[src/rtl/csr_pkg.sv]
// Shared trap/CSR definitions: FSM states, mstatus fields,
// interrupt codes and mtvec mode decoding.
package csr_pkg;

  localparam int XLEN = 32;

  typedef enum logic [1:0] {
    IDLE     = 2'd0,
    UPDATE   = 2'd1,
    REDIRECT = 2'd2
  } trap_state_e;

  localparam int MST_MIE    = 3;
  localparam int MST_MPIE   = 7;
  localparam int MST_MPP_LO = 11;
  localparam int MST_MPP_HI = 12;

  localparam logic [3:0] IRQ_MSI = 4'd3;
  localparam logic [3:0] IRQ_MTI = 4'd7;
  localparam logic [3:0] IRQ_MEI = 4'd11;

  localparam logic [1:0] MTVEC_DIRECT   = 2'd0;
  localparam logic [1:0] MTVEC_VECTORED = 2'd1;

  // Reserved modes (>=2) fall back to direct.
  function automatic logic mtvec_vectored(
    input logic [1:0] mode
  );
    return mode == MTVEC_VECTORED;
  endfunction

endpackage

[src/rtl/trap_ctrl_if.sv]
// Redirect handshake between the trap sequencer and PC control.
// The sequencer is master; PC control is slave.
interface trap_ctrl_if #(
  parameter int xlen = 32
);
  logic            redirect_v;
  logic [xlen-1:0] redirect_pc;
  logic            redirect_ready;

  modport master (
    output redirect_v,
    output redirect_pc,
    input  redirect_ready
  );

  modport slave (
    input  redirect_v,
    input  redirect_pc,
    output redirect_ready
  );
endinterface

[src/rtl/trap_irq_select.sv]
// Priority encoder for machine interrupts:
// MEI > MSI > MTI, gated by commit boundary and MIE.
module trap_irq_select
  import csr_pkg::*;
#(
  parameter int xlen = 32
) (
  input  logic [xlen-1:0] i_mip,
  input  logic [xlen-1:0] i_mie,
  input  logic            i_gate,
  output logic            o_valid,
  output logic [3:0]      o_code
);

  logic [xlen-1:0] w_pend;

  assign w_pend  = i_mip & i_mie & {xlen{i_gate}};
  assign o_valid = |w_pend;

  always_comb begin
    o_code = 4'd0;
    priority case (1'b1)
      w_pend[IRQ_MEI]: o_code = IRQ_MEI;
      w_pend[IRQ_MSI]: o_code = IRQ_MSI;
      w_pend[IRQ_MTI]: o_code = IRQ_MTI;
      default:         o_code = 4'd0;
    endcase
  end

endmodule

[src/rtl/trap_ctrl.sv]
// Trap sequencer: latches exception/mret/interrupt entry state,
// writes trap CSRs, flushes, then hands a redirect to PC control.
module trap_ctrl
  import csr_pkg::*;
#(
  parameter int xlen = 32
) (
  input  logic            clk,
  input  logic            rst_n,
  input  logic            exc_v,
  input  logic [3:0]      exc_cause,
  input  logic [xlen-1:0] exc_pc,
  input  logic [xlen-1:0] exc_tval,
  input  logic            mret_v,
  input  logic            commit_v,
  input  logic [xlen-1:0] commit_npc,
  input  logic            msip,
  input  logic            mtip,
  input  logic            meip,
  input  logic [xlen-1:0] mstatus_i,
  input  logic [xlen-1:0] mie_i,
  input  logic [xlen-1:0] mtvec_i,
  input  logic [xlen-1:0] mepc_i,
  output logic            csr_we,
  output logic [xlen-1:0] mepc_o,
  output logic [xlen-1:0] mcause_o,
  output logic [xlen-1:0] mtval_o,
  output logic [xlen-1:0] mstatus_o,
  output logic [xlen-1:0] mip_o,
  output logic            flush,
  output logic            busy,
  trap_ctrl_if.master     rdr
);

  trap_state_e r_state;
  trap_state_e w_state_d;

  logic [xlen-1:0] r_mepc;
  logic [xlen-1:0] r_mcause;
  logic [xlen-1:0] r_mtval;
  logic [xlen-1:0] r_mstatus;
  logic [xlen-1:0] r_tgt;

  logic            w_irq_v;
  logic [3:0]      w_irq_code;
  logic [xlen-1:0] w_base;
  logic [xlen-1:0] w_vec_off;
  logic [xlen-1:0] w_irq_tgt;
  logic [xlen-1:0] w_st_entry;
  logic [xlen-1:0] w_st_mret;

  logic            w_take;
  logic [xlen-1:0] w_mepc;
  logic [xlen-1:0] w_mcause;
  logic [xlen-1:0] w_mtval;
  logic [xlen-1:0] w_mstatus;
  logic [xlen-1:0] w_tgt;

  always_comb begin
    mip_o          = '0;
    mip_o[IRQ_MSI] = msip;
    mip_o[IRQ_MTI] = mtip;
    mip_o[IRQ_MEI] = meip;
  end

  trap_irq_select #(
    .xlen (xlen)
  ) u_irq (
    .i_mip   (mip_o),
    .i_mie   (mie_i),
    .i_gate  (commit_v & mstatus_i[MST_MIE]),
    .o_valid (w_irq_v),
    .o_code  (w_irq_code)
  );

  assign w_base    = {mtvec_i[xlen-1:2], 2'b00};
  assign w_vec_off = {{(xlen-6){1'b0}}, w_irq_code, 2'b00};
  assign w_irq_tgt = mtvec_vectored(mtvec_i[1:0])
                   ? w_base + w_vec_off
                   : w_base;

  always_comb begin
    w_st_entry = mstatus_i;
    w_st_entry[MST_MPIE] = mstatus_i[MST_MIE];
    w_st_entry[MST_MIE]  = 1'b0;
    w_st_entry[MST_MPP_HI:MST_MPP_LO] = 2'b11;
    w_st_mret = mstatus_i;
    w_st_mret[MST_MIE]  = mstatus_i[MST_MPIE];
    w_st_mret[MST_MPIE] = 1'b1;
    w_st_mret[MST_MPP_HI:MST_MPP_LO] = 2'b11;
  end

  // mret keeps mcause/mtval at their last written values.
  always_comb begin
    w_take    = 1'b0;
    w_mepc    = r_mepc;
    w_mcause  = r_mcause;
    w_mtval   = r_mtval;
    w_mstatus = r_mstatus;
    w_tgt     = r_tgt;
    priority case (1'b1)
      exc_v: begin
        w_take    = 1'b1;
        w_mepc    = exc_pc;
        w_mcause  = {{(xlen-4){1'b0}}, exc_cause};
        w_mtval   = exc_tval;
        w_mstatus = w_st_entry;
        w_tgt     = w_base;
      end
      mret_v: begin
        w_take    = 1'b1;
        w_mepc    = mepc_i;
        w_mstatus = w_st_mret;
        w_tgt     = {mepc_i[xlen-1:2], 2'b00};
      end
      w_irq_v: begin
        w_take    = 1'b1;
        w_mepc    = commit_npc;
        w_mcause  = {1'b1, {(xlen-5){1'b0}}, w_irq_code};
        w_mtval   = '0;
        w_mstatus = w_st_entry;
        w_tgt     = w_irq_tgt;
      end
      default: w_take = 1'b0;
    endcase
  end

  always_comb begin
    w_state_d = r_state;
    unique case (r_state)
      IDLE:     if (w_take) w_state_d = UPDATE;
      UPDATE:   w_state_d = REDIRECT;
      REDIRECT: if (rdr.redirect_ready) w_state_d = IDLE;
      default:  w_state_d = IDLE;
    endcase
  end

  always_ff @(posedge clk) begin
    if (!rst_n) begin
      r_state   <= IDLE;
      r_mepc    <= '0;
      r_mcause  <= '0;
      r_mtval   <= '0;
      r_mstatus <= '0;
      r_tgt     <= '0;
    end else begin
      r_state <= w_state_d;
      if (r_state == IDLE && w_take) begin
        r_mepc    <= w_mepc;
        r_mcause  <= w_mcause;
        r_mtval   <= w_mtval;
        r_mstatus <= w_mstatus;
        r_tgt     <= w_tgt;
      end
    end
  end

  assign csr_we    = (r_state == UPDATE);
  assign flush     = (r_state == UPDATE);
  assign busy      = (r_state != IDLE);
  assign mepc_o    = r_mepc;
  assign mcause_o  = r_mcause;
  assign mtval_o   = r_mtval;
  assign mstatus_o = r_mstatus;

  assign rdr.redirect_v  = (r_state == REDIRECT);
  assign rdr.redirect_pc = r_tgt;

endmodule

[src/flat_wrapper.sv]
// flat-port wrapper written by rule: the top's interface ports become plain ports
module trap_ctrl_flat import csr_pkg::*;
#(
  parameter int xlen = 32
)
  (clk, rst_n, exc_v, exc_cause, exc_pc, exc_tval, mret_v, commit_v, commit_npc, msip, mtip, meip, mstatus_i, mie_i, mtvec_i, mepc_i, csr_we, mepc_o, mcause_o, mtval_o, mstatus_o, mip_o, flush, busy, rdr_redirect_v, rdr_redirect_pc, rdr_redirect_ready);
  trap_ctrl_if #(.xlen(xlen)) rdr_i ();
  input  logic clk;
  input  logic rst_n;
  input  logic exc_v;
  input  logic [3:0] exc_cause;
  input  logic [xlen-1:0] exc_pc;
  input  logic [xlen-1:0] exc_tval;
  input  logic mret_v;
  input  logic commit_v;
  input  logic [xlen-1:0] commit_npc;
  input  logic msip;
  input  logic mtip;
  input  logic meip;
  input  logic [xlen-1:0] mstatus_i;
  input  logic [xlen-1:0] mie_i;
  input  logic [xlen-1:0] mtvec_i;
  input  logic [xlen-1:0] mepc_i;
  output logic csr_we;
  output logic [xlen-1:0] mepc_o;
  output logic [xlen-1:0] mcause_o;
  output logic [xlen-1:0] mtval_o;
  output logic [xlen-1:0] mstatus_o;
  output logic [xlen-1:0] mip_o;
  output logic flush;
  output logic busy;
  output wire logic [$bits(rdr_i.redirect_v)-1:0] rdr_redirect_v;
  output wire logic [$bits(rdr_i.redirect_pc)-1:0] rdr_redirect_pc;
  input wire logic [$bits(rdr_i.redirect_ready)-1:0] rdr_redirect_ready;
  assign rdr_redirect_v = rdr_i.redirect_v;
  assign rdr_redirect_pc = rdr_i.redirect_pc;
  assign rdr_i.redirect_ready = rdr_redirect_ready;
  trap_ctrl #(.xlen(xlen)) u_core (.clk(clk), .rst_n(rst_n), .exc_v(exc_v), .exc_cause(exc_cause), .exc_pc(exc_pc), .exc_tval(exc_tval), .mret_v(mret_v), .commit_v(commit_v), .commit_npc(commit_npc), .msip(msip), .mtip(mtip), .meip(meip), .mstatus_i(mstatus_i), .mie_i(mie_i), .mtvec_i(mtvec_i), .mepc_i(mepc_i), .csr_we(csr_we), .mepc_o(mepc_o), .mcause_o(mcause_o), .mtval_o(mtval_o), .mstatus_o(mstatus_o), .mip_o(mip_o), .flush(flush), .busy(busy), .rdr(rdr_i));
endmodule
[config.mk]
export PLATFORM = sky130hd
export DESIGN_NAME = trap_ctrl_flat
export DESIGN_NICKNAME = d
export VERILOG_FILES = /design/src/rtl/csr_pkg.sv /design/src/rtl/trap_ctrl_if.sv /design/src/rtl/trap_irq_select.sv /design/src/rtl/trap_ctrl.sv /design/src/flat_wrapper.sv
export SDC_FILE = /design/constraint.sdc
export NUM_CORES = 1
export LEC_CHECK = 0
export ABC_AREA = 1
export CELL_PAD_IN_SITES_DETAIL_PLACEMENT = 0
export CELL_PAD_IN_SITES_GLOBAL_PLACEMENT = 1
export CORE_AREA = 2 2 166 168
export DETAILED_ROUTE_END_ITERATION = 10
export DIE_AREA = 0 0 168 170
export PLACE_DENSITY_LB_ADDON = 0.1
export SKIP_CTS_REPAIR_TIMING = 1
export SLEW_MARGIN = 30
export SYNTH_ARGS = -nofsm -noshare
export SYNTH_HDL_FRONTEND = slang
export SYNTH_HIERARCHICAL = 1
export SYNTH_SLANG_ARGS = --single-unit
[constraint.sdc]
create_clock -name clk -period 4.1 [get_ports clk]
set_clock_uncertainty 0.2 [all_clocks]
set_input_delay 1.025 -clock clk [delete_from_list [all_inputs] [get_ports clk]]
set_output_delay 1.025 -clock clk [all_outputs]
set_load 0.01 [all_outputs]
**Word level (Yosys, flattened, before mapping)**

Index checks and enable logic that the tools add are counted.

- Register bits after elaboration: 162
- Bits of input ports: 237
- Output and inout port bits: 196
- Word-level logic and storage cells: 50

- Add/subtract/negate cells: 1
- Eq/ne operators: 6
- Muxes and demuxes: 25
- Bitwise gates (word level): 3
- Reductions and logical operators: 9

Operators with widths:

| operator | number |
|---|---|
| $mux W32 | 16 |
| $add A32 B6 Y32 | 1 |
| $and A12 B32 Y32 | 1 |
| $and A32 B32 Y32 | 1 |
| $reduce_or A32 Y1 | 1 |
| $mux W3 | 2 |
| $pmux W2 S3 | 1 |
| $eq A2 B1 Y1 const B | 2 |
| $mux W2 | 2 |
| $mux W4 | 1 |
| $ne A2 B1 Y1 const B | 2 |
| $reduce_and A2 Y1 | 2 |
| $reduce_bool A2 Y1 | 2 |
| $mux W1 | 3 |
| $reduce_and A3 Y1 | 1 |
| $reduce_bool A3 Y1 | 1 |
| $eq A2 B2 Y1 const B | 1 |
| $logic_not A2 Y1 | 1 |
| $ne A2 B2 Y1 const B | 1 |
| $and A1 B1 Y1 | 1 |
| $logic_and A1 B1 Y1 | 1 |

**Logic depth before layout (Yosys ltp)**

Gate-level depths: netlist of the first run.

- Depth after elaboration: 10
- Gate-level depth with buffers: 20
- Gate-level depth less buffers: 19

**Cells and area by module**

The synthesis of the first run kept the hierarchy.

Modules (own cells, without submodules):

| module | times used | cells each | area an instance (µm²) | sequential area each (µm²) |
|---|---|---|---|---|
| trap_ctrl | 1 | 935 | 6,787.8 | 2,642.5 |
| trap_irq_select | 1 | 70 | 344.1 | 0.0 |

**Worst setup path after synthesis of the first run**

No wires, ideal clock.

- Kind: input -> register
- Start: input commit_v
- End: register u_core.r_tgt[30] (netlist: u_core/rdr.redirect_pc[30])
- Setup time: 0.066 ns
- Arrival time: 2.882 ns
- Data required time: 3.834 ns
- Path slack: 0.952 ns
- Stages: 18
- Buffers on the path: 1
- Cell sequence: nand2_1 > inv_1 > buf_6 > nand3_2 > nand3_1 > ha_1 > fa_1 > nand3_1 > nand2_1 > nand2_2 > nor2_2 > nand2_2 > nor2_4 > nand2_2 > nor2_1 > nor2_1 > nand2_1 > a21oi_2

- Word-level cells in the longest chain between the ends: 10
- Elaborated cells between the ends (all ways): 17
- Those cells by class: add/sub: 1; mux: 10; bitwise: 2; reduce/logical: 4

Ends and longest elaborated chain:

| what | line | text |
|---|---|---|
| start, declared | flat_wrapper.sv:15 | `input logic commit_v;` |
| $and A1 B1 Y1 * | trap_ctrl.sv:71 | `.i_gate (commit_v & mstatus_i[MST_MIE]),` |
| $and A32 B32 Y32 * | trap_irq_select.sv:17 | `assign w_pend = i_mip & i_mie & {xlen{i_gate}};` |
| $mux W3 (2 in series) | trap_irq_select.sv:22 | `priority case (1'b1)` |
| $mux W4 * | trap_irq_select.sv:22 |  |
| via u_core.w_irq_code[0] | trap_ctrl.sv:45 | `logic [3:0] w_irq_code;` |
| $add A32 B6 Y32 * | trap_ctrl.sv:79 | `? w_base + w_vec_off` |
| $mux W32 * | trap_ctrl.sv:79 |  |
| $mux W32 * (3 in series) | trap_ctrl.sv:101 | `priority case (1'b1)` |
| end signal, assigned | trap_ctrl.sv:153 | `r_tgt <= w_tgt;` |
| end, declared | trap_ctrl.sv:42 | `logic [xlen-1:0] r_tgt;` |

The timed path passes the listed nets; every way through them passes the cells marked *. The select of a mux whose other input is x is not followed.
A chain may end at the register's enable or synchronous reset.

**Final worst setup path of the first run**

- Start: input mstatus_i[3]
- End: register u_core.r_tgt[25] (netlist: u_core/rdr.redirect_pc[25])

- Word-level cells in the longest chain between the ends: 10
- Elaborated cells between the ends (all ways): 17
- Those cells by class: add/sub: 1; mux: 10; bitwise: 2; reduce/logical: 4

Ends and longest elaborated chain:

| what | line | text |
|---|---|---|
| start, declared | flat_wrapper.sv:20 | `input logic [xlen-1:0] mstatus_i;` |
| $and A1 B1 Y1 * | trap_ctrl.sv:71 |  |
| $and A32 B32 Y32 * | trap_irq_select.sv:17 |  |
| $mux W3 (2 in series) | trap_irq_select.sv:22 |  |
| $mux W4 * | trap_irq_select.sv:22 |  |
| via u_core.w_irq_code[2] | trap_ctrl.sv:45 |  |
| $add A32 B6 Y32 * | trap_ctrl.sv:79 |  |
| $mux W32 * | trap_ctrl.sv:79 |  |
| $mux W32 * (3 in series) | trap_ctrl.sv:101 |  |

Marks and branches as above.

==> results.py, run 1 <==
metrics = {
    "route": {
        "antenna_violating_nets_post_route": 0,
        "wire_per_inst_um": 17.8,
        "route.final.wire_length_mm": 31.0,
        "vias": 7919,
        "drtPass1Iterations": 5,
        "detail_route.iter0.violations": 410,
        "post_drt_via_cell_ratio": 4.55,
        "post-route-drc-count": 0,
    },
    "sta": {
        "tightestPinTransition_ns": 0.716,
        "timing.slew.headroom_pct": 52.3,
        "final-hold-violation-count": 0,
        "max_slew_violation_count": 0,
        "tns_ns": 0,
        "period_share_pct": 87.8,
        "period_needed_ns": 3.60,
        "rsz_0062_raised_after_global_routing": "false",
        "timing.fmax_ghz": 0.278,
        "report.final.setup_viol": 0,
    },
    "outcome": {
        "outcome": "finished, final reports clean",
    },
    "critical_path": {
        "worst_setup_path_end_kind": "register",
        "critical_path_class": "in2reg",
        "critical_path_launch_point": "mstatus_i[3]",
        "timing.critical_path.from_type": "input port",
        "cp_max_fo": 8,
        "critical_path_required_ns": 4.26,
        "crit-reg2reg-launch": "u_core/r_state[1]",
        "worst_ep_arrival_time_ns": 3.76,
    },
    "global_routing": {
        "grt_max_degree": 78,
        "grt_antenna_before_repair": 1,
        "grt_first_pass_wirelength_mm": 45.7,
        "grt.total_usage_pct": 21.1,
        "vias_in_the_first_global_route": 7582,
        "global_route.overflow_total": 0,
    },
    "synth": {
        "netlist_area_sq_mm": 0.00713,
        "synth.most_common_cell": "sky130_fd_sc_hd__nand2_1",
        "postSynth.topFlopCell": "sky130_fd_sc_hd__dfxtp_1",
        "async_reset_ff_share_pct": 0,
        "post_synth_inst_count": 1005,
        "synth.top_cells.by_area": "sky130_fd_sc_hd__dfxtp_1 37%, sky130_fd_sc_hd__nand2_1 16%, sky130_fd_sc_hd__a21oi_1 7.6%, sky130_fd_sc_hd__buf_4 7.1%, sky130_fd_sc_hd__o21ai_0 4.8%",
        "edff_count_synth": 0,
        "synthTopCellsByCount": "309 x sky130_fd_sc_hd__nand2_1, 132 x sky130_fd_sc_hd__dfxtp_1, 109 x sky130_fd_sc_hd__a21oi_1",
        "yosys_register_bits": 132,
        "synthDominantCellAreaShare_pct": 37.1,
        "number_of_library_cell_types_mapped_by_synthesis": 47,
        "syn_area_per_cell_sq_um": 7.10,
        "seq_area_frac_synth_pct": 37.1,
        "synth_top_cell_by_area": "sky130_fd_sc_hd__dfxtp_1",
        "synth_warnings": 6,
    },
    "layout": {
        "fin_util_pct": 43.8,
        "syn2layout_area_growth_pct": 63.8,
        "final_nets": 1628,
        "final.fill_count": 2774,
        "diodes": 0,
        "post_route_cells_drive_above_1_share_pct": 7.29,
    },
    "clocking": {
        "clock_sinks": 132,
        "cts_tree": "done",
        "clk_pin_slew_worst_paths_ns": 0.07,
        "cts_made_buffers": 17,
        "cts.htree.levels": 4,
        "cts.path.max_buffers": 2,
        "clock_latency_ns": 0.41,
        "cts_root_buf": "sky130_fd_sc_hd__clkbuf_16",
    },
    "placed_design": {
        "routability_cong": 0.814,
        "hpwlAfterDp_mm": 23.3,
        "placement.io_buffers": 372,
    },
    "power": {
        "power_density_mw_per_mm2": 368,
        "irDropWorstVdd_mv": 0.232,
        "total_leakage_power_nw": 4.64,
    },
    "die": {
        "die_w_um": 168,
        "io_pins": 433,
        "placementRows": 60,
        "initial_core_util_pct": 26.8,
        "die_h_um": 170,
        "coreArea_sq_mm": 0.0267,
        "die_area_sq_mm": 0.0286,
    },
    "min_path": {
        "worst_hold_path_type": "reg2reg",
        "hp-start": "u_core/mtval_o[4]",
    },
    "run": {
        "timing.max_cap.violations": 0,
    },
}
-- cell type report --
class / count / area, sq um / share of cell area (%)
multi-input combinational: 804 / 3930 / 33.6
clock inverter: 15 / 139 / 1.19
tap: 341 / 427 / 3.65
timing repair buffer: 401 / 4010 / 34.3
sequential: 132 / 2640 / 22.6
clock buffer: 17 / 425 / 3.64
inverter: 30 / 113 / 0.964
-- layout by cell type (no fill, tap or decap), drive strengths merged, types with 2 or more instances in the layout --
cell type / count
a211oi: 5
o21ai: 70
dfxtp: 132
ha: 4
xor2: 6
o211ai: 2
nand4: 3
a22oi: 11
clkinvlp: 3
conb: 87
nand2: 318
nor2: 56
xnor2: 14
a31oi: 15
inv: 36
clkbuf: 17
clkdlybuf4s50: 370
a21oi: 114
o21bai: 4
nand3: 47
buf: 31
a41oi: 19
a221oi: 11
clkinv: 6
nand3b: 3
nor3: 9
-- stage by stage --
step	power, mW	hold slack (ns)	std cells	cell area (sq um)	setup WS [ns]
global route	4.55	0.272	1740	11700	0.294
detailed placement	2.84	0.251	1708	11100	0.0754
CTS	4.37	0.262	1740	11700	0.509
floorplan	2.13	0.283	1091	7450	0.952
global placement	2.84	0.246	1708	11100	0.0937
finish	4.30	0.258	1740	11700	0.502
-- critical path: stages --
cell,delay [ns]
sky130_fd_sc_hd__clkdlybuf4s50_1,0.48
sky130_fd_sc_hd__nand2_1,0.12
sky130_fd_sc_hd__inv_1,0.13
sky130_fd_sc_hd__buf_12,0.13
sky130_fd_sc_hd__nand3_1,0.15
sky130_fd_sc_hd__nor3b_1,0.23
sky130_fd_sc_hd__buf_4,0.15
sky130_fd_sc_hd__ha_1,0.25
sky130_fd_sc_hd__inv_1,0.06
sky130_fd_sc_hd__nand2_1,0.06
sky130_fd_sc_hd__and2_1,0.17
sky130_fd_sc_hd__nand2_1,0.06
sky130_fd_sc_hd__o21ai_0,0.18
sky130_fd_sc_hd__nand2_1,0.11
sky130_fd_sc_hd__nand2_1,0.05
sky130_fd_sc_hd__nand2_1,0.06
sky130_fd_sc_hd__nand2_1,0.08
sky130_fd_sc_hd__nand2_1,0.09
sky130_fd_sc_hd__nand2_1,0.06
sky130_fd_sc_hd__a21oi_1,0.12
-- cell families (layout without fill, tap and decap cells) --
kind of cell / after synthesis / after routing / share of synthesized area [%]
AOI/OAI and AO/OA: 253 / 253 / 21.1
xor gates and xnor gates: 20 / 20 / 2.46
adders and majority gates: 5 / 5 / 0.982
buffers and inverters: 155 / 463 / 12.5
DFF: 132 / 132 / 37.1
other: 1 / 87 / 0.0526
and+or+nand+nor: 439 / 439 / 25.9
-- report_power, final --
| part | switching (mW) | internal (mW) | total, mW |
|---|---|---|---|
| combinational | 0.645 | 0.653 | 1.30 |
| sequential | 0.0751 | 1.44 | 1.51 |
| clock | 0.688 | 0.800 | 1.49 |
| total | 1.41 | 2.89 | 4.30 |
-- worst paths after layout --
kind	depth (start not counted)	end	slack [ns]
worst min-delay path	2	u_core/mtval_o[4]	0.26
worst max register to register	7	u_core/rdr.redirect_pc[10]	2.28
worst max-delay path	20	u_core/rdr.redirect_pc[25]	0.50
worst min register to register	2	u_core/mtval_o[4]	0.26
-- per-layer routing --
metal	track usage [%]	part of all wire, %	wire length, um
met4	4.99	1.6	480
met2	37.7	50	15400
met5	0	0.042	13
met1	24.6	41	12600
met3	6.70	7.8	2430
-- registers in the layout (all words and copies together) (netlist names) --
signal / flops
u_core/mepc_o: 32
u_core/mtval_o: 32
u_core/mstatus_o: 31
u_core/rdr.redirect_pc: 30
u_core/mcause_o: 5
u_core/r_state: 2
No activity file was read; power rests on OpenSTA's default activity.
==> run 2: changes to the inputs <==
--- a/config.mk
+++ b/config.mk
@@ -11,6 +11,7 @@
 export CORE_AREA = 2 2 166 168
 export DETAILED_ROUTE_END_ITERATION = 10
 export DIE_AREA = 0 0 168 170
+export MAX_ROUTING_LAYER = met4
 export PLACE_DENSITY_LB_ADDON = 0.1
 export SKIP_CTS_REPAIR_TIMING = 1
 export SLEW_MARGIN = 30
==> run 2 against run 1 <==
Compared with the run above: register-to-register slack about the same; die area stayed put; combinational power hardly changed; critical endpoint unchanged.
==> results.py, run 2 (synthesized netlist as in run 1, its figures left out) <==
metrics = {
    "run": {
        "timing.max_cap.violations": 0,
    },
    "route": {
        "detail_route.iter0.violations": 413,
        "post_drt_via_cell_ratio": 4.55,
        "post-route-drc-count": 0,
        "antenna_violating_nets_post_route": 0,
        "vias": 7919,
        "wire_per_inst_um": 17.8,
        "route.final.wire_length_mm": 31.0,
        "drtPass1Iterations": 5,
    },
    "layout": {
        "seqCellArea_sq_mm": 0.00264,
        "post_route_cells_drive_above_1_share_pct": 7.29,
        "final.fill_count": 2773,
        "multi_input_area_sq_mm": 0.00393,
        "final_cells": 1741,
        "final_common_cell": "sky130_fd_sc_hd__clkdlybuf4s50_1",
        "final_nets": 1628,
        "syn2layout_area_growth_pct": 63.8,
        "layout.cells.most_common_list": "370 x sky130_fd_sc_hd__clkdlybuf4s50_1, 309 x sky130_fd_sc_hd__nand2_1, 132 x sky130_fd_sc_hd__dfxtp_1",
    },
    "critical_path": {
        "timing.critical_path.from_type": "input port",
        "crit_buf_inv": 5,
        "crit_path_max_incr_delay_ns": 0.48,
        "worst_ep_arrival_time_ns": 3.75,
        "worst-r2r-cell-count": 7,
        "timing.critical_path.cells": "clkdlybuf4s50_1, nand2_1, inv_1, buf_12, nand3_1, nor3b_1, buf_4, ha_1, inv_1, nand2_1, and2_1, nand2_1, o21ai_0, nand2_1, nand2_1, nand2_1, nand2_1, nand2_1, nand2_1, a21oi_1",
        "critical_path_cell_count": 20,
        "crit_family": "simple AND/OR/NAND/NOR gates",
        "worst_setup_path_end_kind": "register",
        "worst_path_most_repeated_cell": "sky130_fd_sc_hd__nand2_1",
        "slowest_stage": "sky130_fd_sc_hd__clkdlybuf4s50_1",
        "critical_path_launch_point": "mstatus_i[3]",
        "cp_max_fo": 8,
        "critical_path_required_ns": 4.26,
        "timing.rr.end": "u_core/rdr.redirect_pc[10]",
        "critical_path_class": "in2reg",
        "cp-endpoint": "u_core/rdr.redirect_pc[25]",
        "crit-reg2reg-launch": "u_core/r_state[1]",
        "timing.reg2reg.setup_slack_ns": 2.29,
    },
    "power": {
        "power.sequential.fraction_pct": 35.2,
        "irDropWorstVdd_mv": 0.234,
        "power.net_switching_mw": 1.41,
        "combinationalPowerShare_pct": 30.2,
        "power_density_mw_per_mm2": 368,
        "switching_share_pct": 32.8,
        "total_leakage_power_nw": 4.64,
        "p_int_mw": 2.89,
        "clock_power_share_pct": 34.7,
    },
    "die": {
        "initial_core_util_pct": 26.8,
        "placementRows": 60,
        "io_pins": 433,
        "coreArea_sq_mm": 0.0267,
        "die_w_um": 168,
        "die_h_um": 170,
        "die_area_sq_mm": 0.0286,
    },
    "clocking": {
        "cts_tree": "done",
        "clock_latency_ns": 0.41,
        "cts_made_buffers": 17,
        "cts.path.max_buffers": 2,
        "cts.htree.levels": 4,
        "clk_pin_slew_worst_paths_ns": 0.07,
        "clock_sinks": 132,
        "cts_root_buf": "sky130_fd_sc_hd__clkbuf_16",
    },
    "placed_design": {
        "post-place-cells": 1708,
        "placement.io_buffers": 372,
        "routability_cong": 0.826,
        "hpwlAfterDp_mm": 23.3,
    },
    "global_routing": {
        "vias_in_the_first_global_route": 7610,
        "grt.total_usage_pct": 21.7,
        "grt_antenna_before_repair": 1,
        "global_route.overflow_total": 0,
        "grt_first_pass_wirelength_mm": 45.7,
        "grt_max_degree": 78,
    },
    "min_path": {
        "hp-start": "u_core/mtval_o[4]",
        "worst_hold_path_type": "reg2reg",
    },
    "outcome": {
        "outcome": "finished, final reports clean",
    },
    "sta": {
        "final-hold-violation-count": 0,
        "period_needed_ns": 3.59,
        "timing.fmax_ghz": 0.279,
        "report.final.setup_viol": 0,
        "tns_ns": 0,
        "period_share_pct": 87.5,
        "max_slew_violation_count": 0,
        "rsz_0062_raised_after_global_routing": "false",
        "tightestPinTransition_ns": 0.726,
        "timing.slew.headroom_pct": 51.6,
    },
}
## run 2: changes by cell type in the layout (fill, tap and decap cells not counted), sizes merged
cell / previous run / this run
diode: 0 / 1
## run 2: area by class of cell
| type | instances | area share (%) |
|---|---|---|
| Antenna cell | 1 | 0.0214 |
| Clock buffer | 17 | 3.64 |
| Clock inverter | 15 | 1.19 |
| Inverter | 30 | 0.964 |
| Multi-Input combinational cell | 804 | 33.6 |
| Sequential cell | 132 | 22.6 |
| Tap cell | 341 | 3.65 |
| Timing Repair Buffer | 401 | 34.3 |
## run 2: how the worst min path moves through the flow
stage	to	slack, ns	depth (start not counted)
floorplan	u_core/mtval_o[28]	0.28	2
global placement	u_core/mstatus_o[6]	0.25	2
detailed placement	u_core/mtval_o[21]	0.25	2
CTS	u_core/mtval_o[21]	0.26	2
global route	u_core/mtval_o[4]	0.27	2
finish	u_core/mtval_o[4]	0.26	2
## run 2: per-stage QoR
stage | setup WS [ns] | cell area, sq um | util [%] | total power [mW] | hold slack [ns]
floorplan | 0.952 | 7450 | - | 2.13 | 0.283
detailed placement | 0.0754 | 11100 | 41.7 | 2.84 | 0.251
CTS | 0.509 | 11700 | 43.8 | 4.37 | 0.262
global placement | 0.0937 | 11100 | 41.7 | 2.84 | 0.246
global route | 0.294 | 11700 | 43.8 | 4.55 | 0.272
finish | 0.512 | 11700 | 43.8 | 4.30 | 0.259
## run 2: routing by layer
layer | global-route usage (%) | vias up | routed length (um)
met1 | 24.8 | 3586 | 12600
met5 | - | - | 0
met3 | 6.51 | 23 | 2420
li1 | - | 3990 | -
met2 | 37.7 | 320 | 15500
met4 | 4.99 | 0 | 471
## run 2: power groups by stage
stage,registers (mW),logic [mW],clock network [mW]
after floorplan,1.61,0.523,0
after global placement,1.53,1.31,0
after detailed placement,1.54,1.31,0
after CTS,1.51,1.31,1.55
after global routing,1.53,1.41,1.60
final,1.51,1.30,1.49
## run 2: worst min-delay path: cells and delay by family (launching register included)
kind            cells  cell delay [ns]
simple gates        1             0.06
compound gates      1             0.05
flops               1             0.31
==> run 3: changes to the inputs <==
--- a/config.mk
+++ b/config.mk
@@ -12,7 +12,7 @@
 export DETAILED_ROUTE_END_ITERATION = 10
 export DIE_AREA = 0 0 168 170
 export MAX_ROUTING_LAYER = met4
-export PLACE_DENSITY_LB_ADDON = 0.1
+export PLACE_DENSITY = 0.84
 export SKIP_CTS_REPAIR_TIMING = 1
 export SLEW_MARGIN = 30
 export SYNTH_ARGS = -nofsm -noshare
==> run 3 against run 2 <==
Compared with the run above: sequential share of layout area is 0.073 points higher; first-iteration DRC count is 6.5% higher; power is 4.5% higher; non-clock buffer count is 12 lower; critical endpoint is now u_core/rdr.redirect_pc[28]; largest cell class is now multi-input gates; largest power group is now the clock network.
==> results.py, run 3 (synthesized netlist as in run 1, its figures left out) <==
metrics = {
    "route": {
        "vias": 7996,
        "post_drt_via_cell_ratio": 4.62,
        "drtPass1Iterations": 5,
        "post-route-drc-count": 0,
        "route.final.wire_length_mm": 29.3,
        "antenna_violating_nets_post_route": 0,
        "wire_per_inst_um": 16.9,
        "detail_route.iter0.violations": 440,
    },
    "critical_path": {
        "critical_path_class": "in2reg",
        "crit_path_max_incr_delay_ns": 0.47,
        "timing.rr.end": "u_core/rdr.redirect_pc[10]",
        "timing.reg2reg.setup_slack_ns": 2.18,
        "critical_path_required_ns": 4.26,
        "crit_family": "simple AND/OR/NAND/NOR gates",
        "worst_ep_arrival_time_ns": 3.71,
        "slowest_stage": "sky130_fd_sc_hd__clkdlybuf4s50_1",
        "worst-r2r-cell-count": 7,
        "critical_path_cell_count": 18,
        "cp_max_fo": 7,
        "critical_path_launch_point": "mstatus_i[3]",
        "worst_setup_path_end_kind": "register",
        "timing.critical_path.from_type": "input port",
        "crit_buf_inv": 4,
        "timing.critical_path.cells": "clkdlybuf4s50_1, nand2_1, inv_1, nand3_1, inv_1, nor3b_1, buf_4, ha_1, nand3_1, nand2_1, nand2_2, nor2_2, nand3b_1, nor2_1, nor2_1, nor2_1, nand2_1, a21oi_2",
        "crit-reg2reg-launch": "u_core/r_state[0]",
    },
    "power": {
        "total_leakage_power_nw": 4.61,
        "irDropWorstVdd_mv": 0.178,
        "power_density_mw_per_mm2": 386,
        "report.power.total_mw": 4.49,
    },
    "clocking": {
        "cts_tree": "done",
        "cts.path.max_buffers": 2,
        "cts_made_buffers": 17,
        "clk_pin_slew_worst_paths_ns": 0.07,
        "cts.htree.levels": 4,
        "cts_root_buf": "sky130_fd_sc_hd__clkbuf_16",
        "clock_latency_ns": 0.42,
        "clock_sinks": 132,
    },
    "sta": {
        "period_share_pct": 86.5,
        "finalHoldWorstSlack_ns": 0.260,
        "final-hold-violation-count": 0,
        "rsz_0062_raised_after_global_routing": "false",
        "tightestPinTransition_ns": 0.683,
        "timing.slew.headroom_pct": 54.5,
        "timing.fmax_ghz": 0.282,
        "max_slew_violation_count": 0,
        "period_needed_ns": 3.55,
        "report.final.setup_viol": 0,
        "tns_ns": 0,
    },
    "layout": {
        "syn2layout_area_growth_pct": 63.3,
        "final_common_cell": "sky130_fd_sc_hd__clkdlybuf4s50_1",
        "final_cells": 1732,
        "post_route_cells_drive_above_1_share_pct": 6.42,
        "layout.cells.most_common_list": "370 x sky130_fd_sc_hd__clkdlybuf4s50_1, 309 x sky130_fd_sc_hd__nand2_1, 132 x sky130_fd_sc_hd__dfxtp_1",
        "final_nets": 1616,
    },
    "die": {
        "die_w_um": 168,
        "io_pins": 433,
        "die_area_sq_mm": 0.0286,
        "placementRows": 60,
        "initial_core_util_pct": 26.8,
        "die_h_um": 170,
        "coreArea_sq_mm": 0.0267,
    },
    "placed_design": {
        "routability_cong": 0.847,
        "post-place-cells": 1696,
        "placement.io_buffers": 372,
        "hpwlAfterDp_mm": 21.5,
    },
    "outcome": {
        "outcome": "finished, final reports clean",
    },
    "global_routing": {
        "grt_first_pass_wirelength_mm": 44.0,
        "grt.total_usage_pct": 20.5,
        "grt_antenna_before_repair": 3,
        "global_route.overflow_total": 0,
        "grt_max_degree": 104,
        "vias_in_the_first_global_route": 7867,
    },
    "min_path": {
        "end_point_of_the_most_critical_hold_path": "u_core/mtval_o[0]",
        "hp-start": "u_core/mtval_o[0]",
        "worst_hold_path_type": "reg2reg",
        "worst_hold_path.num_cells": 2,
    },
    "run": {
        "timing.max_cap.violations": 0,
    },
}
==> run 3: layout make-up <==
type / instances / area (sq um)
diodes: 4 / 10.0
clock buffers: 19 / 443
clock inverters: 13 / 194
fillers: 2778 / 15000
inverters: 30 / 113
multi-input cells: 804 / 3930
flip-flops and latches: 132 / 2640
well taps: 341 / 427
repair buffers: 389 / 3890
==> run 3: how the worst max path moves through the flow <==
stage,to,slack (ns)
3_3_place_gp,u_core/rdr.redirect_pc[28],0.16
5_1_grt,u_core/rdr.redirect_pc[25],0.27
3_5_place_dp,u_core/rdr.redirect_pc[28],0.13
2_1_floorplan,u_core/rdr.redirect_pc[30],0.95
4_1_cts,u_core/rdr.redirect_pc[28],0.58
6_report,u_core/rdr.redirect_pc[28],0.55
==> run 3: layer usage <==
metal	share of wire [%]	track usage, %
met3	7.1	4.47
met1	42	24.2
met4	1.9	7.18
met5	0	-
met2	49	34.6
==> run 3: metrics by stage <==
step           utilization (%)  worst slack, ns  area, sq um
4_1_cts                   43.7            0.575        11600
3_3_place_gp              41.3            0.157        11000
2_1_floorplan                -            0.952         7450
5_1_grt                   43.7            0.266        11600
6_report                  43.7            0.553        11600
3_5_place_dp              41.3            0.133        11000
==> run 3: report_power, final <==
| part | total (mW) | internal (mW) | leakage (nW) | switching [mW] |
|---|---|---|---|---|
| Sequential | 1.51 | 1.44 | 1.09 | 0.0761 |
| Combinational | 1.27 | 0.636 | 3.21 | 0.632 |
| Clock | 1.71 | 1.05 | 0.309 | 0.662 |
| Total | 4.49 | 3.12 | 4.61 | 1.37 |
==> run 3: worst reg2reg max path, cell delays in order, from the launching register on <==
cell and delay, ns:
sky130_fd_sc_hd__dfxtp_1 0.33, sky130_fd_sc_hd__nor2_1 0.15, sky130_fd_sc_hd__inv_2 0.10, sky130_fd_sc_hd__a21oi_4 0.18, sky130_fd_sc_hd__buf_12 0.33, sky130_fd_sc_hd__nand2_1 0.29
sky130_fd_sc_hd__a21oi_1 0.15, sky130_fd_sc_hd__a21oi_1 0.09
